**src/rtl/orientation_controller_if.sv**
```systemverilog
// Signal bundle between the orientation controller and its three neighbours:
// the ultrasound location block, the robot motion link and the math engine.
interface orientation_controller_if;
  logic        start;
  logic        loc_request;
  logic        loc_valid;
  logic [11:0] loc_r_theta;
  logic        move_request;
  logic        move_done;
  logic        math_enable;
  logic        math_done;
  logic [4:0]  math_orientation;
  logic [11:0] r_theta_original;
  logic [11:0] r_theta_final;
  logic [4:0]  orientation;
  logic        orientation_valid;
  logic        busy;
  logic        error;
  logic [1:0]  error_code;

  modport master (
    output start, loc_valid, loc_r_theta, move_done, math_done, math_orientation,
    input  loc_request, move_request, math_enable, r_theta_original, r_theta_final,
           orientation, orientation_valid, busy, error, error_code
  );

  modport slave (
    input  start, loc_valid, loc_r_theta, move_done, math_done, math_orientation,
    output loc_request, move_request, math_enable, r_theta_original, r_theta_final,
           orientation, orientation_valid, busy, error, error_code
  );
endinterface

```
**src/rtl/orientation_controller.sv**
```systemverilog
// Sequences one heading measurement: fix, drive forward, fix again, run the
// orientation math engine on the pair and publish the 5-bit heading.
//
// state        | meaning
// S_IDLE       | waiting for start
// S_REQ_ORIG   | pulse loc_request for the first fix
// S_WAIT_ORIG  | waiting for the first fix
// S_MOVE       | move_request held, waiting for move_done
// S_REQ_FINAL  | pulse loc_request for the second fix
// S_WAIT_FINAL | waiting for the second fix
// S_CHECK      | reject the pair if the robot did not move
// S_MATH       | pulse math_enable
// S_WAIT_LO    | waiting for the engine's stale done to drop
// S_WAIT_HI    | waiting for the engine's fresh done
// S_REPORT     | pulse orientation_valid
// S_FAIL       | pulse error with error_code
module orientation_controller #(
  parameter logic [26:0] TIMEOUT_CYCLES = 27'd67_500_000,
  parameter logic [1:0]  MAX_RETRIES    = 2'd2,
  parameter logic [7:0]  MIN_MOVE_R     = 8'd4
) (
  input  logic                      clock,
  input  logic                      reset_n,
  orientation_controller_if.slave   bus
);

  typedef enum logic [3:0] {
    S_IDLE, S_REQ_ORIG, S_WAIT_ORIG, S_MOVE, S_REQ_FINAL, S_WAIT_FINAL,
    S_CHECK, S_MATH, S_WAIT_LO, S_WAIT_HI, S_REPORT, S_FAIL
  } state_t;

  state_t      state_q, state_d;
  logic [26:0] timer_q, timer_d;
  logic [1:0]  retry_q, retry_d;
  logic [11:0] r_orig_q, r_orig_d;
  logic [11:0] r_final_q, r_final_d;
  logic [4:0]  orientation_q, orientation_d;
  logic [1:0]  error_code_q, error_code_d;
  logic        loc_request_q, loc_request_d;
  logic        move_request_q, move_request_d;
  logic        math_enable_q, math_enable_d;
  logic        orientation_valid_q, orientation_valid_d;
  logic        busy_q, busy_d;
  logic        error_q, error_d;

  logic        timeout;
  logic        fix_ok;
  logic        fix_bad;
  logic [7:0]  r_diff;
  logic [1:0]  code;

  // Next-state, datapath latches and registered-output decode.
  always_comb begin
    state_d       = state_q;
    retry_d       = retry_q;
    r_orig_d      = r_orig_q;
    r_final_d     = r_final_q;
    orientation_d = orientation_q;
    code          = 2'd0;

    timeout = (timer_q == TIMEOUT_CYCLES - 27'd1);
    // A valid fix takes priority over a timeout landing in the same cycle.
    fix_ok  = bus.loc_valid && (bus.loc_r_theta[7:0] != 8'd0);
    fix_bad = (bus.loc_valid && (bus.loc_r_theta[7:0] == 8'd0)) || (!bus.loc_valid && timeout);
    r_diff  = (r_final_q[7:0] >= r_orig_q[7:0]) ? (r_final_q[7:0] - r_orig_q[7:0])
                                                : (r_orig_q[7:0] - r_final_q[7:0]);

    case (state_q)
      S_IDLE: if (bus.start) begin
        state_d = S_REQ_ORIG;
        retry_d = 2'd0;
      end
      S_REQ_ORIG:  state_d = S_WAIT_ORIG;
      S_WAIT_ORIG: begin
        if (fix_ok) begin
          r_orig_d = bus.loc_r_theta;
          state_d  = S_MOVE;
        end else if (fix_bad) begin
          if (retry_q < MAX_RETRIES) begin
            retry_d = retry_q + 2'd1;
            state_d = S_REQ_ORIG;
          end else begin
            state_d = S_FAIL;
            code    = 2'd0;
          end
        end
      end
      S_MOVE: begin
        if (bus.move_done) state_d = S_REQ_FINAL;
        else if (timeout) begin
          state_d = S_FAIL;
          code    = 2'd1;
        end
      end
      S_REQ_FINAL:  state_d = S_WAIT_FINAL;
      S_WAIT_FINAL: begin
        if (fix_ok) begin
          r_final_d = bus.loc_r_theta;
          state_d   = S_CHECK;
        end else if (fix_bad) begin
          if (retry_q < MAX_RETRIES) begin
            retry_d = retry_q + 2'd1;
            state_d = S_REQ_FINAL;
          end else begin
            state_d = S_FAIL;
            code    = 2'd0;
          end
        end
      end
      S_CHECK: begin
        if ((r_orig_q[11:8] == r_final_q[11:8]) && (r_diff < MIN_MOVE_R)) begin
          state_d = S_FAIL;
          code    = 2'd3;
        end else begin
          state_d = S_MATH;
        end
      end
      S_MATH: state_d = S_WAIT_LO;
      // The engine's done is still high from the previous run; see it drop first.
      S_WAIT_LO: begin
        if (!bus.math_done) state_d = S_WAIT_HI;
        else if (timeout) begin
          state_d = S_FAIL;
          code    = 2'd2;
        end
      end
      S_WAIT_HI: begin
        if (bus.math_done) begin
          orientation_d = (bus.math_orientation >= 5'd24) ? (bus.math_orientation - 5'd24)
                                                          : bus.math_orientation;
          state_d = S_REPORT;
        end else if (timeout) begin
          state_d = S_FAIL;
          code    = 2'd2;
        end
      end
      S_REPORT: state_d = S_IDLE;
      S_FAIL:   state_d = S_IDLE;
      default:  state_d = S_IDLE;
    endcase

    // The final fix gets a fresh retry budget.
    if ((state_q == S_WAIT_ORIG) && (state_d != S_WAIT_ORIG) && (state_d != S_REQ_ORIG))
      retry_d = 2'd0;

    if (state_d != state_q)  timer_d = 27'd0;
    else if (timer_q != '1)  timer_d = timer_q + 27'd1;
    else                     timer_d = timer_q;

    loc_request_d       = (state_d == S_REQ_ORIG) || (state_d == S_REQ_FINAL);
    move_request_d      = (state_d == S_MOVE);
    math_enable_d       = (state_d == S_MATH);
    orientation_valid_d = (state_d == S_REPORT);
    busy_d              = (state_d != S_IDLE);
    error_d             = (state_d == S_FAIL);
    error_code_d        = (state_d == S_FAIL) ? code : 2'd0;
  end

  // State, counters and registered outputs; reset drops everything at once.
  always_ff @(posedge clock or negedge reset_n) begin
    if (!reset_n) begin
      state_q             <= S_IDLE;
      timer_q             <= 27'd0;
      retry_q             <= 2'd0;
      r_orig_q            <= 12'd0;
      r_final_q           <= 12'd0;
      orientation_q       <= 5'd0;
      error_code_q        <= 2'd0;
      loc_request_q       <= 1'b0;
      move_request_q      <= 1'b0;
      math_enable_q       <= 1'b0;
      orientation_valid_q <= 1'b0;
      busy_q              <= 1'b0;
      error_q             <= 1'b0;
    end else begin
      state_q             <= state_d;
      timer_q             <= timer_d;
      retry_q             <= retry_d;
      r_orig_q            <= r_orig_d;
      r_final_q           <= r_final_d;
      orientation_q       <= orientation_d;
      error_code_q        <= error_code_d;
      loc_request_q       <= loc_request_d;
      move_request_q      <= move_request_d;
      math_enable_q       <= math_enable_d;
      orientation_valid_q <= orientation_valid_d;
      busy_q              <= busy_d;
      error_q             <= error_d;
    end
  end

  assign bus.loc_request       = loc_request_q;
  assign bus.move_request      = move_request_q;
  assign bus.math_enable       = math_enable_q;
  assign bus.r_theta_original  = r_orig_q;
  assign bus.r_theta_final     = r_final_q;
  assign bus.orientation       = orientation_q;
  assign bus.orientation_valid = orientation_valid_q;
  assign bus.busy              = busy_q;
  assign bus.error             = error_q;
  assign bus.error_code        = error_code_q;

endmodule

```
**src/flat_wrapper.sv**
```systemverilog
// flat-port wrapper written by rule: the top's interface ports become plain ports
module orientation_controller_flat 
#(
  parameter logic [26:0] TIMEOUT_CYCLES = 27'd67_500_000,
  parameter logic [1:0]  MAX_RETRIES    = 2'd2,
  parameter logic [7:0]  MIN_MOVE_R     = 8'd4
)
  (clock, reset_n, bus_start, bus_loc_valid, bus_loc_r_theta, bus_move_done, bus_math_done, bus_math_orientation, bus_loc_request, bus_move_request, bus_math_enable, bus_r_theta_original, bus_r_theta_final, bus_orientation, bus_orientation_valid, bus_busy, bus_error, bus_error_code);
  orientation_controller_if bus_i ();
  input  logic clock;
  input  logic reset_n;
  input wire logic [$bits(bus_i.start)-1:0] bus_start;
  input wire logic [$bits(bus_i.loc_valid)-1:0] bus_loc_valid;
  input wire logic [$bits(bus_i.loc_r_theta)-1:0] bus_loc_r_theta;
  input wire logic [$bits(bus_i.move_done)-1:0] bus_move_done;
  input wire logic [$bits(bus_i.math_done)-1:0] bus_math_done;
  input wire logic [$bits(bus_i.math_orientation)-1:0] bus_math_orientation;
  output wire logic [$bits(bus_i.loc_request)-1:0] bus_loc_request;
  output wire logic [$bits(bus_i.move_request)-1:0] bus_move_request;
  output wire logic [$bits(bus_i.math_enable)-1:0] bus_math_enable;
  output wire logic [$bits(bus_i.r_theta_original)-1:0] bus_r_theta_original;
  output wire logic [$bits(bus_i.r_theta_final)-1:0] bus_r_theta_final;
  output wire logic [$bits(bus_i.orientation)-1:0] bus_orientation;
  output wire logic [$bits(bus_i.orientation_valid)-1:0] bus_orientation_valid;
  output wire logic [$bits(bus_i.busy)-1:0] bus_busy;
  output wire logic [$bits(bus_i.error)-1:0] bus_error;
  output wire logic [$bits(bus_i.error_code)-1:0] bus_error_code;
  assign bus_i.start = bus_start;
  assign bus_i.loc_valid = bus_loc_valid;
  assign bus_i.loc_r_theta = bus_loc_r_theta;
  assign bus_i.move_done = bus_move_done;
  assign bus_i.math_done = bus_math_done;
  assign bus_i.math_orientation = bus_math_orientation;
  assign bus_loc_request = bus_i.loc_request;
  assign bus_move_request = bus_i.move_request;
  assign bus_math_enable = bus_i.math_enable;
  assign bus_r_theta_original = bus_i.r_theta_original;
  assign bus_r_theta_final = bus_i.r_theta_final;
  assign bus_orientation = bus_i.orientation;
  assign bus_orientation_valid = bus_i.orientation_valid;
  assign bus_busy = bus_i.busy;
  assign bus_error = bus_i.error;
  assign bus_error_code = bus_i.error_code;
  orientation_controller #(.TIMEOUT_CYCLES(TIMEOUT_CYCLES), .MAX_RETRIES(MAX_RETRIES), .MIN_MOVE_R(MIN_MOVE_R)) u_core (.clock(clock), .reset_n(reset_n), .bus(bus_i));
endmodule
```
**config.mk**
```make
export PLATFORM = sky130hd
export DESIGN_NAME = orientation_controller_flat
export DESIGN_NICKNAME = d
export VERILOG_FILES = /design/src/rtl/orientation_controller_if.sv /design/src/rtl/orientation_controller.sv /design/src/flat_wrapper.sv
export SDC_FILE = /design/constraint.sdc
export NUM_CORES = 1
export LEC_CHECK = 0
export ABC_AREA = 1
export BUFFER_PORTS_ARGS = -buffer_cell sky130_fd_sc_hd__buf_2
export CORE_UTILIZATION = 58
export DETAILED_ROUTE_END_ITERATION = 16
export MAX_ROUTING_LAYER = met4
export PLACE_DENSITY = 0.9
export RECOVER_POWER = 25
export SYNTH_ARGS = -nofsm -noshare
export SYNTH_HDL_FRONTEND = slang
export SYNTH_SLANG_ARGS = --single-unit
```
**constraint.sdc**
```tcl
create_clock -name clock -period 3.2 [get_ports clock]
set_input_delay 0.16 -clock clock [delete_from_list [all_inputs] [get_ports clock]]
set_output_delay 0.16 -clock clock [all_outputs]
set_load 0.02 [all_outputs]
```
==> metrics, run 1 <==
Worst setup SP type flip-flop; share of the clock period used by the worst path 0.888; total core area 0.00721 mm^2; placed cells 753; pin count of the biggest net entering global routing 46; total congestion overflow after global routing 0; CP endpoint kind flip-flop; y dimension of the die around 90 um; via count of the first global-routing pass roughly 3800; Synth-to-Final Area Change 13.2%; number of nets in the final layout 708; timing-limited maximum frequency around 350 MHz; max cap viols 0; CTS max path bufs 2; average cell area after synthesis 7.18 um^2; number of unique standard cell types used by synthesis 40; # IOs 60; Worst-Skew Late Latency roughly 0.36 ns; worst slew slack as a fraction of its limit 0.0396; initial antenna violation count 0; global router's overall resource usage 0.287; YS warnings 0; Post-synth EDFFs 0; most frequent cell on the critical path nand2_1; half-perimeter wire length of the detailed placement result about 7.5 mm; share of post-route cells with drive strength above 1 0.128; total power density per cell area between 900 and 1000 mW/mm^2; post-CTS clock slew at the launch and capture registers of the worst setup and hold paths 0.08 ns; aggregate negative setup slack 0 ns; post-placement cell area about 0.0047 mm^2; CP Data Arrival Time 3.11 ns; width of the chip about 88 um; # port buffers 59; Worst-Margin Slew approximately 1.4 ns; DRT Wirelength between 9 and 10 mm; highest-delay cell along the critical path dfrtp_1; initial standard-cell utilization of the core 0.598; Vias/cell around 5.2; critical path's largest stage delay 0.40 ns; number of iterations in the first detailed-routing pass 5; CTS tree done; Final Core Density 0.677; maximum fanout along the worst path 25; dominant cells by area after synthesis dfrtp_1 41%, nand2_1 14%, inv_1 8.5%; sink count of the clock tree 70; via count of the routed design ~4000; Worst Skew about 0.013 ns; average detailed-routed wire length per instance about 13 um; Crit Path Class reg -> reg; Main synth FF type dfrtp_1; first-pass GRT wire length around 17 mm; total inserted antenna cells 0; count of pins over their slew limit 0; maximum vdd ir drop between 400 and 500 uV; Gate Count Post-Synth about 600; Hold/Removal Path Class in -> reg; run status finished clean; Finished Layout Cells around 770; clk root buf clkbuf_8; design area approximately 0.0049 mm^2; most frequent cell after synthesis nand2_1; standard-cell rows 31; leakage power of the design around 2.6 nW; number of buffers added by the clock tree synthesis step 9; Synth area leader dfrtp_1; leading post-synthesis cells by instance count 162 x nand2_1, 98 x inv_1, 70 x dfrtp_1; area of the die just under 0.008 mm^2; power after layout between 0.004 and 0.005 W; fraction of synthesis flops using an asynchronous set or reset pin 1.00; Final Hold Fails 0; CTS H-Tree Depth 3; min Tclk post-route 2.84 ns; DRC violation count after routing 0; post-synthesis sequential area ratio 0.406; flip-flop and latch count after synthesis 70; area of the mapped netlist 0.00432 mm^2; Req. time, crit path roughly 3.5 ns; Net Count, Synth 640; number of endpoints failing setup at the final stage 0; unrepaired setup endpoints after global routing no; fraction of post-synthesis cell area in the top cell type by area 0.406; initial drt markers 217; chain of cells forming the critical path inv_1 -> ha_1 -> or2_1 -> nand2_1 -> nand2_1 -> a21oi_1 -> nand2_1 -> nor2_1 -> nand3_1 -> nand2_1 -> nand3_1 -> nand2_2 -> inv_2 -> nand2_1 -> nand2_2 -> nor2_4 -> inv_2 -> nor3_1; antenna-violating nets left 0; routability cong. ~0.96
==> critical path, delay by kind of cell (launching register included) <==
kind	cells	cell delay [ns]
AND/OR/NAND/NOR	13	1.54
flip-flops	1	0.40
adder cells (fa/ha/maj)	1	0.38
buffers and inverters	3	0.31
AO/OA/AOI/OAI	1	0.12
==> final timing paths <==
path                            slack [ns]                         from                   endpoint  cells past startpoint
max in group asynchronous             1.22                      reset_n         u_core.timer_q[13]                      3
min in group asynchronous             0.69                      reset_n     u_core.bus.loc_request                      2
worst min-delay path                 0.005      bus_math_orientation[1]  u_core.bus.orientation[1]                      3
worst max-delay path                  0.36  u_core.bus.r_theta_final[2]         u_core.timer_q[14]                     18
worst max register to register        0.36  u_core.bus.r_theta_final[2]         u_core.timer_q[14]                     18
worst min register to register        0.49    u_core.bus.orientation[1]  u_core.bus.orientation[1]                      2
==> final cells by class <==
type,count,area [um^2]
Sequential cell,70,1750
Inverter,108,405
Multi-Input combinational cell,416,2120
Tap cell,99,124
Clock inverter,6,38.8
Clock buffer,9,124
Fill cell,626,2330
Timing Repair Buffer,64,318
==> sequential cells by signal (all words and copies together), names as in the netlist <==
register                      cells
u_core.timer_q                   27
u_core.bus.r_theta_final         12
u_core.bus.r_theta_original      12
u_core.bus.orientation            5
u_core.state_q                    4
u_core.bus.error_code             2
u_core.retry_q                    2
u_core.bus.busy                   1
u_core.bus.error                  1
u_core.bus.loc_request            1
u_core.bus.math_enable            1
u_core.bus.move_request           1
u_core.bus.orientation_valid      1
==> per-layer routing <==
layer / vias up / GRT usage / routed length, um
met3: 33 / 0.0429 / 445
met1: 1871 / 0.336 / 4330
met5: - / - / 0
met4: 0 / 0.163 / 344
li1: 2011 / - / -
met2: 135 / 0.474 / 4860
==> metrics by stage <==
step                setup slack (ns)  hold WS (ns)
floorplan                      0.709        -0.136
global placement               0.539         0.172
detailed placement             0.398         0.185
CTS                            0.347      0.000480
global route                  0.0264        0.0417
finish                         0.357       0.00454
==> timing repair <==
| action | CTS | global route |
|---|---|---|
| setup buffers | 0 | 0 |
| hold endpoints to repair | 28 | 0 |
| endpoints found under the setup margin | 0 | 5 |
| hold buffers | 4 | 0 |
| gates resized for setup | 0 | 2 |
==> placed cells by master, fill, tap and decap left out, types with 4 or more instances in the layout <==
cell type,instances
xnor2_1,4
xor2_1,14
inv_1,98
nor3_1,7
ha_1,16
nand3_1,41
o21ai_0,34
nand2_1,162
buf_2,39
a21oi_1,18
dlygate4sd3_1,4
dfrtp_1,70
nand2_2,5
inv_2,9
nor4_1,5
clkbuf_8,9
nor2_1,68
clkbuf_1,20
nand4_1,9
==> report_power, final <==
group	switching, W	internal [W]
clock network	0.000355	0.000275
logic	0.00185	0.000873
registers	0.000210	0.00110
total	0.00241	0.00225
==> cells by family (layout without fill, tap and decap cells) <==
group / Yosys count / after routing / share of synthesized area
fa+ha+maj: 16 / 16 / 0.0464
flops: 70 / 70 / 0.406
compound gates: 67 / 67 / 0.0858
buf+inv: 115 / 187 / 0.104
simple gates: 315 / 315 / 0.322
xor+xnor: 18 / 18 / 0.0365
(Power assumes the default switching activity.)
==> run 2, diff against run 1 <==
--- a/config.mk
+++ b/config.mk
@@ -6,7 +6,7 @@
 export NUM_CORES = 1
 export LEC_CHECK = 0
 export ABC_AREA = 1
-export BUFFER_PORTS_ARGS = -buffer_cell sky130_fd_sc_hd__buf_2
+export BUFFER_PORTS_ARGS = -buffer_cell sky130_fd_sc_hd__buf_4
 export CORE_UTILIZATION = 58
 export DETAILED_ROUTE_END_ITERATION = 16
 export MAX_ROUTING_LAYER = met4
==> run 2 against run 1 <==
Net effect: the run now ends with capacitance limit, slew limit left; via count fell by 0.84%; critical endpoint is now u_core.timer_q[15]; largest cell class unchanged; core utilization rose by 0.92 points; fmax rose by 3.2%; clock power rose by 19%; wire length rose by 1.6%; sequential cell count did not move; sequential power barely moved; total power rose by 1.9%; clock skew fell by 0.00055 ns.
==> metrics, run 2 (same netlist as run 1, synthesis figures left out) <==
total core area a little over 0.007 mm^2; Worst-Margin Slew approximately 1.7 ns; initial standard-cell utilization of the core 0.598; DRC violation count after routing 0; Worst setup SP type flip-flop; instance count on the critical path 17; net switching power of the design between 0.002 and 0.0025 W; total power density per cell area between 900 and 1000 mW/mm^2; width of the chip a little under 90 um; initial drt markers 227; worst slew slack as a fraction of its limit -0.145; Hold/Removal Path Class in -> reg; first-pass GRT wire length between 15 and 20 mm; maximum fanout along the worst path 25; Synth-to-Final Area Change 14.8%; half-perimeter wire length of the detailed placement result between 7 and 8 mm; share of the clock period used by the worst path 0.861; Vias/cell 5.20; area of the die 0.00779 mm^2; sink count of the clock tree 70; Crit Path Class reg -> reg; Largest delay share family, worst path simple AND/OR/NAND/NOR gates; total inserted antenna cells 0; Critical Path Start u_core.bus.r_theta_final[2]; timing-limited maximum frequency between 300 and 400 MHz; most frequent standard cell in the layout excluding fill and tap cells nand2_1; Reg-to-Reg Start u_core.bus.r_theta_final[2]; number of fillers in the final layout between 600 and 700; Post-Place Setup Slack roughly 0.50 ns; number of nets in the final layout 708; Largest register FFs 27; total congestion overflow after global routing 0; CTS H-Tree Depth 3; depth of the worst register-to-register path 17; average detailed-routed wire length per instance around 13 um; # port buffers 59; number of buffers added by the clock tree synthesis step 9; clk root buf clkbuf_8; Worst Slack Setup Final roughly 0.45 ns; Final Hold Fails 0; share of post-route cells with drive strength above 1 0.101; max cap viols 1; via count of the first global-routing pass ~3700; worst hold margin about 0.0074 ns; internal cell power 0.00234 W; Req. time, crit path approximately 3.4 ns; Worst Skew 0.0123 ns; via count of the routed design 4016; unrepaired setup endpoints after global routing no; global router's overall resource usage 0.279; highest-delay cell along the critical path dfrtp_1; initial antenna violation count 0; share of total power in combinational logic 0.566; chain of cells forming the critical path inv_1 -> ha_1 -> or2_1 -> nand3_1 -> nand2_1 -> nand2_1 -> nand2_1 -> nor2_1 -> nand3_1 -> nand2_1 -> nand3_1 -> nand2_2 -> nand2_1 -> nand2_2 -> nor2_4 -> inv_2 -> nor3_1; CP endpoint kind flip-flop; CTS tree done; worst-case register-to-register setup slack between 0.4 and 0.5 ns; min Tclk post-route 2.75 ns; CTS max path bufs 2; post-CTS clock slew at the launch and capture registers of the worst setup and hold paths around 0.09 ns; routability cong. between 0.9 and 1; critical path's largest stage delay 0.40 ns; sequential share of power 0.277; register containing the most flip-flops in the final layout u_core.timer_q; CP Data Arrival Time around 3.0 ns; DRT Wirelength 10.1 mm; count of buffer and inverter cells on the critical path 2; commonest non-fill, non-tap cells in the layout 162 x nand2_1, 98 x inv_1, 70 x dfrtp_1; number of cells upsized or downsized after cts 0; power after layout about 0.0048 W; number of iterations in the first detailed-routing pass 5; antenna-violating nets left 0; most frequent cell on the critical path nand2_1; y dimension of the die around 90 um; standard-cell rows 31; # IOs 60; Worst-Skew Late Latency about 0.35 ns; count of pins over their slew limit roughly 70; pin count of the biggest net entering global routing between 70 and 80; destination of the worst register-to-register timing path u_core.timer_q[15]; run status finished, violations left; number of endpoints failing setup at the final stage 0; leakage power of the design between 2 and 3 nW; Clk network pwr share 0.158; violated checks capacitance limit, slew limit; Critical Path End u_core.timer_q[15]; switching part of the total 0.509; aggregate negative setup slack 0 ns; maximum vdd ir drop approximately 430 uV
## run 2: changes by cell type in the layout (fill, tap and decap cells not counted), moves of 2 or more
cell,delta
buf_2,-39
buf_4,+21
clkbuf_1,+17
clkinv_2,-2
clkinv_4,+2
## run 2: tightest hold or removal path, cell delays in order
cell and delay [ns]:
buf_4 0.08, nand2_1 0.04, nand2_1 0.05
## run 2: layer usage
metal	vias up	wire [um]	part of all wire	GRT usage
met5	-	0	0	-
met4	0	191	0.019	0.104
met3	19	354	0.035	0.0364
met2	104	5050	0.50	0.479
met1	1869	4540	0.45	0.336
li1	2024	-	-	-
## run 2: final cells by class
class	count	area, um^2	share of cell area
tap	99	124	0.0250
timing repair buffer	64	349	0.0705
sequential	70	1750	0.354
clock inverter	6	68.8	0.0139
clock buffer	10	138	0.0278
multi-input combinational	416	2120	0.427
inverter	108	405	0.0819
## run 2: timing repair
| action | CTS | global route |
|---|---|---|
| hold buffers | 4 | 0 |
| buffers inserted | 0 | 0 |
| hold endpoints to repair | 73 | 0 |
## run 2: metrics by stage
stage	utilization	area (um^2)	cells
after floorplan	-	4320	601
after global placement	0.672	4850	753
after detailed placement	0.672	4850	753
after CTS	0.706	5090	773
after global routing	0.686	4950	773
final	0.686	4950	773
## run 2: how the worst min path moves through the flow
stage | slack [ns] | to | from | cells past startpoint
finish | 0.007 | u_core.bus.orientation[1] | bus_math_orientation[1] | 3
global route | 0.02 | u_core.bus.orientation[1] | bus_math_orientation[1] | 3
global placement | 0.31 | u_core.bus.r_theta_final[11] | reset_n | 1
CTS | 0.0007 | u_core.bus.orientation[1] | bus_math_orientation[1] | 3
detailed placement | 0.33 | u_core.bus.r_theta_final[11] | reset_n | 1
floorplan | -0.14 | u_core.bus.busy | reset_n | 0
## run 2: power groups by stage
stage | clock (W) | combinational, W | sequential [W]
global route | 0.000787 | 0.00303 | 0.00134
global placement | 0 | 0.00272 | 0.00132
finish | 0.000749 | 0.00269 | 0.00132
detailed placement | 0 | 0.00279 | 0.00133
floorplan | 0 | 0.00190 | 0.00150
CTS | 0.000755 | 0.00282 | 0.00132
